<file path="src/rtl/toggle_xfer_arb_if.sv">
// Bundle of the requester side and far-domain toggle channel of toggle_xfer_arb.
// The arbiter connects through the slave modport; the requester/far-side model uses master.
interface toggle_xfer_arb_if #(
  parameter int NUM_REQ = 4,
  parameter int WIDTH   = 8
);
  localparam int SRC_W = (NUM_REQ > 1) ? $clog2(NUM_REQ) : 1;

  logic [NUM_REQ-1:0]       req;
  logic [NUM_REQ*WIDTH-1:0] req_data;
  logic                     ack_tgl_async;
  logic                     xfer_tgl;
  logic [WIDTH-1:0]         xfer_data;
  logic [SRC_W-1:0]         xfer_src;
  logic                     busy;
  logic [NUM_REQ-1:0]       done;

  modport master (
    output req, req_data, ack_tgl_async,
    input  xfer_tgl, xfer_data, xfer_src, busy, done
  );

  modport slave (
    input  req, req_data, ack_tgl_async,
    output xfer_tgl, xfer_data, xfer_src, busy, done
  );
endinterface

</file>
<file path="src/rtl/toggle_xfer_arb.sv">
// Round-robin front end sharing one toggle-handshake clock-crossing channel among
// NUM_REQ requesters; one transfer in flight, released by the synchronised echo toggle.
module toggle_xfer_arb #(
  parameter int NUM_REQ = 4,
  parameter int WIDTH   = 8
) (
  input  logic                clk,
  input  logic                rst_n,
  toggle_xfer_arb_if.slave    bus
);
  localparam int SRC_W = (NUM_REQ > 1) ? $clog2(NUM_REQ) : 1;

  typedef enum logic {IDLE, WAIT_ACK} state_t;

  state_t             state, state_nxt;
  logic               ack_s1, ack_s;
  logic [SRC_W-1:0]   ptr;
  logic               xfer_tgl;
  logic [WIDTH-1:0]   xfer_data;
  logic [SRC_W-1:0]   xfer_src;
  logic               busy;
  logic [NUM_REQ-1:0] done;

  logic               launch, finish;
  logic               win_vld;
  logic [SRC_W-1:0]   win_idx;
  logic [WIDTH-1:0]   win_data;
  logic [SRC_W-1:0]   ptr_nxt;
  logic [NUM_REQ-1:0] done_nxt;

  // First asserted request at or after p, wrapping; MSB flags that one was found.
  function automatic logic [SRC_W:0] rr_pick(input logic [NUM_REQ-1:0] r,
                                             input logic [SRC_W-1:0]   p);
    logic [SRC_W:0] res;
    int             idx;
    res = '0;
    for (int k = NUM_REQ - 1; k >= 0; k--) begin
      idx = (int'(p) + k) % NUM_REQ;
      if (r[idx]) res = {1'b1, SRC_W'(idx)};
    end
    return res;
  endfunction

  // Far-domain acknowledge toggle enters through a 2-flop synchroniser only
  always_ff @(posedge clk or negedge rst_n) begin
    if (!rst_n) begin
      ack_s1 <= 1'b0;
      ack_s  <= 1'b0;
    end else begin
      ack_s1 <= bus.ack_tgl_async;
      ack_s  <= ack_s1;
    end
  end

  always_comb begin
    {win_vld, win_idx} = rr_pick(bus.req, ptr);
    win_data = '0;
    for (int i = 0; i < NUM_REQ; i++)
      if (win_idx == SRC_W'(i)) win_data = bus.req_data[i*WIDTH +: WIDTH];
    ptr_nxt = (win_idx == SRC_W'(NUM_REQ - 1)) ? '0 : win_idx + 1'b1;
  end

  always_comb begin
    state_nxt = state;
    launch    = 1'b0;
    finish    = 1'b0;
    done_nxt  = '0;
    case (state)
      IDLE: begin
        // An ack mismatch here is a far-side violation and is deliberately ignored
        if (win_vld) begin
          launch    = 1'b1;
          state_nxt = WAIT_ACK;
        end
      end
      WAIT_ACK: begin
        if (ack_s == xfer_tgl) begin
          finish    = 1'b1;
          done_nxt  = NUM_REQ'(1) << xfer_src;
          state_nxt = IDLE;
        end
      end
      default: state_nxt = IDLE;
    endcase
  end

  always_ff @(posedge clk or negedge rst_n) begin
    if (!rst_n) begin
      state     <= IDLE;
      ptr       <= '0;
      xfer_tgl  <= 1'b0;
      xfer_data <= '0;
      xfer_src  <= '0;
      busy      <= 1'b0;
      done      <= '0;
    end else begin
      state <= state_nxt;
      done  <= done_nxt;
      // Payload and toggle move together; the far side samples data only after syncing the toggle
      if (launch) begin
        xfer_data <= win_data;
        xfer_src  <= win_idx;
        xfer_tgl  <= ~xfer_tgl;
        busy      <= 1'b1;
        ptr       <= ptr_nxt;
      end else if (finish) begin
        busy <= 1'b0;
      end
    end
  end

  assign bus.xfer_tgl  = xfer_tgl;
  assign bus.xfer_data = xfer_data;
  assign bus.xfer_src  = xfer_src;
  assign bus.busy      = busy;
  assign bus.done      = done;

endmodule
</file>
<file path="src/flat_wrapper.sv">
// flat-port wrapper written by rule: the top's interface ports become plain ports
module toggle_xfer_arb_flat 
#(
  parameter int NUM_REQ = 4,
  parameter int WIDTH   = 8
)
  (clk, rst_n, bus_req, bus_req_data, bus_ack_tgl_async, bus_xfer_tgl, bus_xfer_data, bus_xfer_src, bus_busy, bus_done);
  toggle_xfer_arb_if #(.NUM_REQ(NUM_REQ), .WIDTH(WIDTH)) bus_i ();
  input  logic clk;
  input  logic rst_n;
  input wire logic [$bits(bus_i.req)-1:0] bus_req;
  input wire logic [$bits(bus_i.req_data)-1:0] bus_req_data;
  input wire logic [$bits(bus_i.ack_tgl_async)-1:0] bus_ack_tgl_async;
  output wire logic [$bits(bus_i.xfer_tgl)-1:0] bus_xfer_tgl;
  output wire logic [$bits(bus_i.xfer_data)-1:0] bus_xfer_data;
  output wire logic [$bits(bus_i.xfer_src)-1:0] bus_xfer_src;
  output wire logic [$bits(bus_i.busy)-1:0] bus_busy;
  output wire logic [$bits(bus_i.done)-1:0] bus_done;
  assign bus_i.req = bus_req;
  assign bus_i.req_data = bus_req_data;
  assign bus_i.ack_tgl_async = bus_ack_tgl_async;
  assign bus_xfer_tgl = bus_i.xfer_tgl;
  assign bus_xfer_data = bus_i.xfer_data;
  assign bus_xfer_src = bus_i.xfer_src;
  assign bus_busy = bus_i.busy;
  assign bus_done = bus_i.done;
  toggle_xfer_arb #(.NUM_REQ(NUM_REQ), .WIDTH(WIDTH)) u_core (.clk(clk), .rst_n(rst_n), .bus(bus_i));
endmodule
</file>
<file path="config.mk">
export PLATFORM = sky130hd
export DESIGN_NAME = toggle_xfer_arb_flat
export DESIGN_NICKNAME = d
export VERILOG_FILES = /design/src/rtl/toggle_xfer_arb_if.sv /design/src/rtl/toggle_xfer_arb.sv /design/src/flat_wrapper.sv
export SDC_FILE = /design/constraint.sdc
export NUM_CORES = 1
export LEC_CHECK = 0
export CAP_MARGIN = 20
export CELL_PAD_IN_SITES_DETAIL_PLACEMENT = 0
export CELL_PAD_IN_SITES_GLOBAL_PLACEMENT = 1
export CORE_MARGIN = 2
export CORE_UTILIZATION = 25
export CTS_CLUSTER_SIZE = 28
export DETAILED_ROUTE_END_ITERATION = 10
export PLACE_DENSITY_LB_ADDON = 0.1
export REMOVE_ABC_BUFFERS = 1
export SYNTH_ARGS = -nofsm -noshare
export SYNTH_HDL_FRONTEND = slang
export SYNTH_SLANG_ARGS = --single-unit
</file>
<file path="constraint.sdc">
create_clock -name clk -period 2.1 [get_ports clk]
set_input_delay 0.63 -clock clk [delete_from_list [all_inputs] [get_ports clk]]
set_output_delay 0.63 -clock clk [all_outputs]
set_load 0.01 [all_outputs]
</file>
Yosys cells after proc, flatten, opt, wreduce, memory -nomap -nowiden:

Index checks and enable logic that the tools add are counted.

* bits in read-only memories: 0
* input port bits: 39
* bits in latches: 0
* word-level logic and storage cells: 62
* output and inout port bits: 16
* RAM bits: 0
* memories: 0
* register bits: 21

* multiplexer cells: 30
* reductions and logical operators: 5
* equal/unequal tests: 4
* multiply operators: 0
* bitwise operators: 5
* shift operators: 1
* order comparisons: 4
* add/subtract/negate cells: 4
* div/mod/pow operators: 0

Operators with widths (count)
* $mux 8: 4
* $mux 1: 14
* $lt 3x4->1 const B: 3
* $mux 3: 4
* $bmux 1 s2: 4
* $mux 4: 2
* $reduce_or 2->1: 3
* $add 2x1->2 const B: 2
* $add 2x2->2 const B: 2
* $eq 2x2->1 const B: 2
* $shl 1x2->4 const A: 1
* $and 1x1->1 const A: 3
* $lt 2x3->1 const B: 1
* $eq 2x1->1 const B: 1
* $logic_not 2->1: 1
* $mux 2: 1
* $not 1->1: 2
* $pmux 1 s2: 1
* $reduce_bool 2->1: 1
* $eq 1x1->1: 1

Logic depth before layout (Yosys ltp):

Gate-level depths: netlist of run 1.

* depth in word-level cells: 15
* gate-level depth with buffers: 9
* gate-level depth less buffers: 7

Worst setup path after synthesis of run 1:

No wires, ideal clock.

* path type: input-to-reg
* start: input port bus_req[0]
* end: register u_core.xfer_data[2] (netlist: u_core.bus.xfer_data[2])
* buffers on the path: 2
* cell stages on the path: 8
* path slack: -0.227 ns
* arrival time: 2.247 ns
* path through: nor2b_1 -> o21a_1 -> or3_1 -> ha_1 -> buf_2 -> buf_4 -> a221o_1 -> a2bb2oi_1

* word-level cells in the longest chain between the ends: 12
* elaborated cells on any way between the ends: 25

RTL lines
* start: declaration: line flat_wrapper.sv:11 `input wire logic [$bits(bus_i.req)-1:0] bus_req;`
* $bmux 1 s2: line toggle_xfer_arb.sv:39 `if (r[idx]) res = {1'b1, SRC_W'(idx)};`
* $mux 1 (not written as such) (2 in series): line toggle_xfer_arb.sv:39
* $mux 3 (3 in series): line toggle_xfer_arb.sv:39
* $mux 3 *: line toggle_xfer_arb.sv:39
* $logic_not 2->1: line toggle_xfer_arb.sv:59 `if (win_idx == SRC_W'(i)) win_data = bus.req_data[i*WIDTH +: WIDTH];`
* $mux 8 (4 in series): line toggle_xfer_arb.sv:59
* end signal: assignment: line toggle_xfer_arb.sv:101 `xfer_data <= win_data;`
* end: declaration: line toggle_xfer_arb.sv:19 `logic [WIDTH-1:0] xfer_data;`

Mark *: on every way between the ends. The rest lies on a longest branch, timed or not. The select of a mux whose other input is x is not followed.
A chain may end at the register's enable or synchronous reset.

Worst setup path after layout of run 1:

* start: input port bus_req[2]
* end: register u_core.xfer_data[7] (netlist: u_core.bus.xfer_data[7])

The elaborated chain is that of the path after synthesis.

==> results of run 1 <==
[power by group through the flow]
stage               sequential, mW  clock (mW)  combinational [mW]
floorplan                    0.786           0               0.657
global placement             0.750           0                1.35
detailed placement           0.756           0                1.36
CTS                          0.759       0.276                1.62
global route                 0.800       0.292                1.78
finish                       0.768       0.259                1.66
[worst max-delay path by stage]
stage,slack [ps],startpoint,endpoint
4_1_cts,0.4,bus_req[3],u_core.bus.xfer_data[0]
2_1_floorplan,-120,bus_req[0],u_core.bus.xfer_data[2]
3_5_place_dp,-920,bus_req[2],u_core.bus.xfer_data[3]
5_1_grt,0.5,bus_req[0],u_core.bus.xfer_data[7]
6_report,10,bus_req[2],u_core.bus.xfer_data[7]
3_3_place_gp,-830,bus_req[2],u_core.bus.xfer_data[3]
[sequential cells by signal, summed over array words and instances (netlist names)]
name and count:
u_core.ack_s 1, u_core.ack_s1 1, u_core.bus.busy 1, u_core.bus.done 4, u_core.bus.xfer_data 8, u_core.bus.xfer_src 2, u_core.bus.xfer_tgl 1, u_core.ptr 2
u_core.state 1
[per-stage QoR]
step / utilization, % / setup TNS [ps]
6_report: 46.6 / 0
5_1_grt: 46.6 / 0
4_1_cts: 45.6 / 0
3_5_place_dp: 40.8 / -7660
3_3_place_gp: 40.8 / -7000
2_1_floorplan: - / -864
[cell usage after synthesis (3+ instances only)]
cell / instances
a211oi_1: 8
a21oi_1: 10
a221o_1: 8
a2bb2oi_1: 8
buf_2: 3
buf_6: 3
dfrtp_1: 21
ha_1: 4
inv_1: 9
nand3b_1: 8
[layout make-up]
| type | instances | area [um2] | share of cell area, % |
|---|---|---|---|
| inverters | 9 | 33.8 | 1.54 |
| multi-input cells | 76 | 744 | 33.8 |
| clock buffers | 3 | 41.3 | 1.88 |
| repair buffers | 81 | 764 | 34.8 |
| well taps | 67 | 83.8 | 3.81 |
| flip-flops and latches | 21 | 527 | 23.9 |
| clock inverters | 1 | 5.00 | 0.228 |
[per-layer routing]
metal | GRT usage [%] | up-vias
li1 | - | 586
met1 | 17.2 | 579
met2 | 25.4 | 30
met3 | 3.66 | 4
met4 | 4.24 | 0
met5 | 0 | -
[kinds of logic after synthesis]
group | share of synthesized area [%]
AO/OA/AOI/OAI | 27.0
XOR/XNOR | 1.43
adder cells (fa/ha/maj) | 4.09
buffers and inverters | 8.27
flip-flops | 42.9
multiplexers | 2.04
AND/OR/NAND/NOR | 14.3
[timing repair]
item | in CTS | in global routing
gates cloned | 0 | 0
gates resized for setup | 49 | 8
buffers inserted | 9 | 0
pin swaps | 17 | 6
endpoints found under the setup margin | 9 | 8
==> flow_summary_export.csv, run 1 <==
group,metric,value,unit
status,status,"finished clean",
finish,layout_common_cells,"clkdlybuf4s50_1, buf_4, dfrtp_1",
route,routedWlPerCell,14.8,um
run,drv_cap,0,
clocking,clk_pin_slew,70,ps
setup_path,cp_num_cells,8,
clocking,cts.sinks,21,
setup_path,r2r-start,"u_core.ptr[0]",
placement,dp_cells,245,
min_path,min_from,"u_core.ack_s1",
route,top_layer_used,"met4",
logic_synthesis,synthArstFlopShare,100,%
die,core-area,4720,um2
setup_path,rrSetupSlack,120,ps
route,wl,3810,um
logic_synthesis,yosysWarnings,0,
logic_synthesis,synth_top_area_cell,"dfrtp_1",
finish,fin_cells,258,
placement,hpwl,2590,um
clocking,cts_tree,"built",
setup_path,start_kind,"primary input",
finish,area_delta_synth_final,79.6,%
logic_synthesis,synth_seq_area_share,42.9,%
sta,worst_pin_slew,649,ps
pwr,vdd_drop_max,0.000574,V
logic_synthesis,synth_cell_types,34,
finish,fill_cells,443,
route,wl_met2,1950,um
route,detail-route-antenna-nets,0,
logic_synthesis,synth_edf_count,0,
setup_path,slowest_delay,360,ps
clocking,clock_latency,260,ps
sta,skew,1.74,ps
sta,relSlewSlack,56.7,%
global_route,grt_pass1_vias,1278,
setup_path,criticalPathCategory,"primary input to flop",
finish,finalInstanceArea,2200,um2
route,met3_length,184,um
setup_path,path_buf_inv,2,
setup_path,crit_path_top_delay_cell,"or3_4",
pwr,p_per_area,1220,nW/um2
die,start_util,25.9,%
global_route,grt_max_degree,22,
die,dieArea,5480,um2
setup_path,path_delay_family,"compound AO/OA/AOI/OAI gates",
logic_synthesis,ys_seq_elements,21,
finish,layout_commonest_cell,"clkdlybuf4s50_1",
logic_synthesis,synth_cells,115,
placement,place_congestion,0.770,
route,via_per_inst,4.65,
route,drt_iter0_drc,51,
logic_synthesis,synth_top_area_share,42.9,%
placement,pre_cts_ws,-922,ps
pwr,seqPwrFrac,28.5,%
sta,fin_crit_sh,99.3,%
logic_synthesis,synth_ff_type,"dfrtp_1",
finish,final_nets,235,
finish,insertedDiodeCount,0,
die,die_w,74.0,um
sta,grt_setup_unrepaired,"no",
sta,min_period,2090,ps
setup_path,path_cells,"buf_6 -> nor2b_4 -> o21a_2 -> or3_4 -> ha_4 -> buf_4 -> a221o_1 -> a2bb2oi_1",
finish,layout-drive-gt1-share,30.9,%
sta,timing.hold.ws,353,ps
die,die_h,74.0,um
die,ios,55,
pwr,sw_frac_of_total,36.4,%
route,first_pass_iters,4,
route,wl_met1,1630,um
logic_synthesis,avgSynthCellArea,10.7,um2
clocking,cts_made_buffers,3,
pwr,finalPower,2.69,mW
min_path,min_to,"u_core.ack_s",
pwr,p_comb_share,61.8,%
clocking,hold_buffers,0,
clocking,clk_path_buf_depth,2,
logic_synthesis,syn_area,1220,um2
placement,placed_cell_area,1930,um2
pwr,clkPwrFrac,9.6,%
setup_path,rr_endpoint,"u_core.bus.xfer_data[7]",
sta,hold_viol,0,
pwr,p_sw,0.980,mW
setup_path,crit_path_max_fanout,4,
clocking,h-tree-depth,1,
min_path,hp-class,"flop to flop",
die,fp-row-count,25,
min_path,hold_depth,0,
sta,layout_setup_ws,14.9,ps
placement,port_buffers,54,
pwr,p_leak,0.901,nW
sta,final-max-slew-violation-count,0,
setup_path,r2r_cells,7,
global_route,grt_pass1_wl,5950,um
global_route,grt.overflow.total,0,
clocking,cts-root-buf,"clkbuf_8",
route,num_vias,1199,
setup_path,cp_data_arrival_time,2260,ps
setup_path,critPathRequiredTime,2280,ps
setup_path,cp-end-kind,"flop",
route,drc,0,
global_route,grt_usage,14.4,%
logic_synthesis,synth.area.top_cells,"dfrtp_1, a221o_1, a2bb2oi_1",
global_route,antenna_found_initial,0,
sta,fmax,480,MHz
sta,setup_viol,0,
pwr,internal_power,1.71,mW
Power figures use the tool's default switching activity.
==> run 2, diff against run 1 <==
DONT_BUFFER_PORTS = 1   (was not set)
HOLD_SLACK_MARGIN = 0.05   (was not set)
clock period = 2.5 ns   (was 2.1 ns; I/O delays follow)
==> flow_summary_export.csv, run 2 (synthesis gave the netlist of run 1 again) <==
group,metric,value,unit
pwr,p_leak,0.563,nW
sta,final-max-slew-violation-count,0,
clocking,postCtsSetupRepairBufs,0,
route,detail-route-antenna-nets,0,
route,drt_iter0_drc,40,
pwr,clkPwrFrac,13.6,%
global_route,grt_pass1_vias,1015,
die,start_util,25.9,%
global_route,grt_max_degree,22,
clocking,h-tree-depth,1,
clocking,cts.sinks,21,
sta,grt_setup_unrepaired,"no",
pwr,vdd_drop_max,0.000453,V
finish,largest_reg_flops,8,
run,drv_cap,0,
finish,area.sequential,526,um2
sta,worst_pin_slew,598,ps
status,status,"finished clean",
die,die_h,74.0,um
route,via_per_inst,4.98,
finish,area_delta_synth_final,12.1,%
finish,layout_commonest_cell,"dfrtp_1",
route,num_vias,922,
setup_path,start_kind,"primary input",
pwr,sw_frac_of_total,39.9,%
sta,setup_viol,0,
pwr,p_per_area,1240,nW/um2
die,ios,55,
die,dieArea,5480,um2
pwr,finalPower,1.70,mW
placement,port_buffers,0,
clocking,cts_tree,"built",
sta,fmax,436,MHz
clocking,clk_pin_slew,80,ps
finish,insertedDiodeCount,0,
die,fp-row-count,25,
finish,final_nets,162,
clocking,cts_made_buffers,3,
setup_path,criticalPathCategory,"primary input to flop",
setup_path,crit_path_max_fanout,16,
global_route,grt.overflow.total,0,
sta,hold_viol,0,
clocking,clock_latency,260,ps
placement,place_congestion,0.711,
finish,layout-drive-gt1-share,13.6,%
pwr,seqPwrFrac,39.4,%
clocking,clk_path_buf_depth,2,
setup_path,critPathRequiredTime,2680,ps
clocking,cts-root-buf,"clkbuf_8",
sta,min_period,2300,ps
sta,skew,4.34,ps
setup_path,cp-end-kind,"flop",
finish,multi_input_area,598,um2
die,core-area,4720,um2
pwr,p_sw,0.677,mW
placement,hpwl,2370,um
pwr,p_comb_share,47.0,%
finish,fill_cells,502,
pwr,internal_power,1.02,mW
finish,layout_common_cells,"dfrtp_1, a21oi_1, inv_1",
sta,final.setup.tns,0,ps
clocking,hold_buffers,0,
route,routedWlPerCell,16.9,um
global_route,grt_usage,11.9,%
route,first_pass_iters,4,
die,die_w,74.0,um
placement,dp_cells,181,
global_route,antenna_found_initial,0,
finish,fin_cells,185,
setup_path,cp_data_arrival_time,2480,ps
clocking,cts_resized,0,
route,drc,0,
min_path,hp-class,"primary input to async pin",
global_route,grt_pass1_wl,4950,um
sta,relSlewSlack,60.1,%
sta,fin_crit_sh,91.8,%
finish,top_register,"u_core.bus.xfer_data",
route,wl,3120,um
finish,top_regs,"u_core.bus.xfer_data x8, u_core.bus.done x4",
==> run 2: power groups by stage <==
stage	clock network (mW)	logic, mW	registers [mW]
3_5_place_dp	0	0.807	0.680
6_report	0.231	0.799	0.669
4_1_cts	0.241	0.811	0.677
2_1_floorplan	0	0.552	0.660
5_1_grt	0.256	0.892	0.693
3_3_place_gp	0	0.801	0.679
==> run 2: layer usage <==
metal / GRT usage [%] / wire (um)
met5: 0 / 0
met4: 2.42 / 33
met3: 5.15 / 239
met2: 19.9 / 1440
met1: 14.2 / 1410
==> run 2: metrics by stage <==
step           utilization [%]  cell area, um2  hold slack [ps]  setup slack (ps)
3_5_place_dp              28.1            1330              349             -77.9
6_report                  29.1            1370              170               205
4_1_cts                   29.1            1370              162               188
5_1_grt                   29.1            1370              153              60.2
3_3_place_gp              28.1            1330              335              8.68
2_1_floorplan                -            1160              331               158
==> run 2: worst paths after layout <==
| kind | start | to | slack (ps) | cells after the start |
|---|---|---|---|---|
| worst max-delay path | bus_req[2] | u_core.bus.xfer_data[6] | 200 | 7 |
| worst min-delay path | rst_n | u_core.bus.xfer_data[3] | 170 | 0 |
| worst max register to register | u_core.ptr[0] | u_core.bus.xfer_data[6] | 370 | 7 |
| worst min register to register | u_core.ack_s1 | u_core.ack_s | 360 | 0 |
| max in group asynchronous | rst_n | u_core.bus.done[2] | 2250 | 0 |
| min in group clk | u_core.ack_s1 | u_core.ack_s | 360 | 0 |
==> run 2: layout make-up <==
cell class | instances | area share [%]
clock buffer | 3 | 3.01
clock inverter | 1 | 0.365
inverter | 9 | 2.46
multi-input combinational | 76 | 43.6
sequential | 21 | 38.3
tap | 67 | 6.11
timing repair buffer | 8 | 6.20
==> run 2: worst max-delay path, stage by stage <==
cell and delay (ps):
nor2b_1 120, o21a_1 200, nor3_1 260, ha_1 490, a21oi_1 120, a221o_1 360, a2bb2oi_1 170
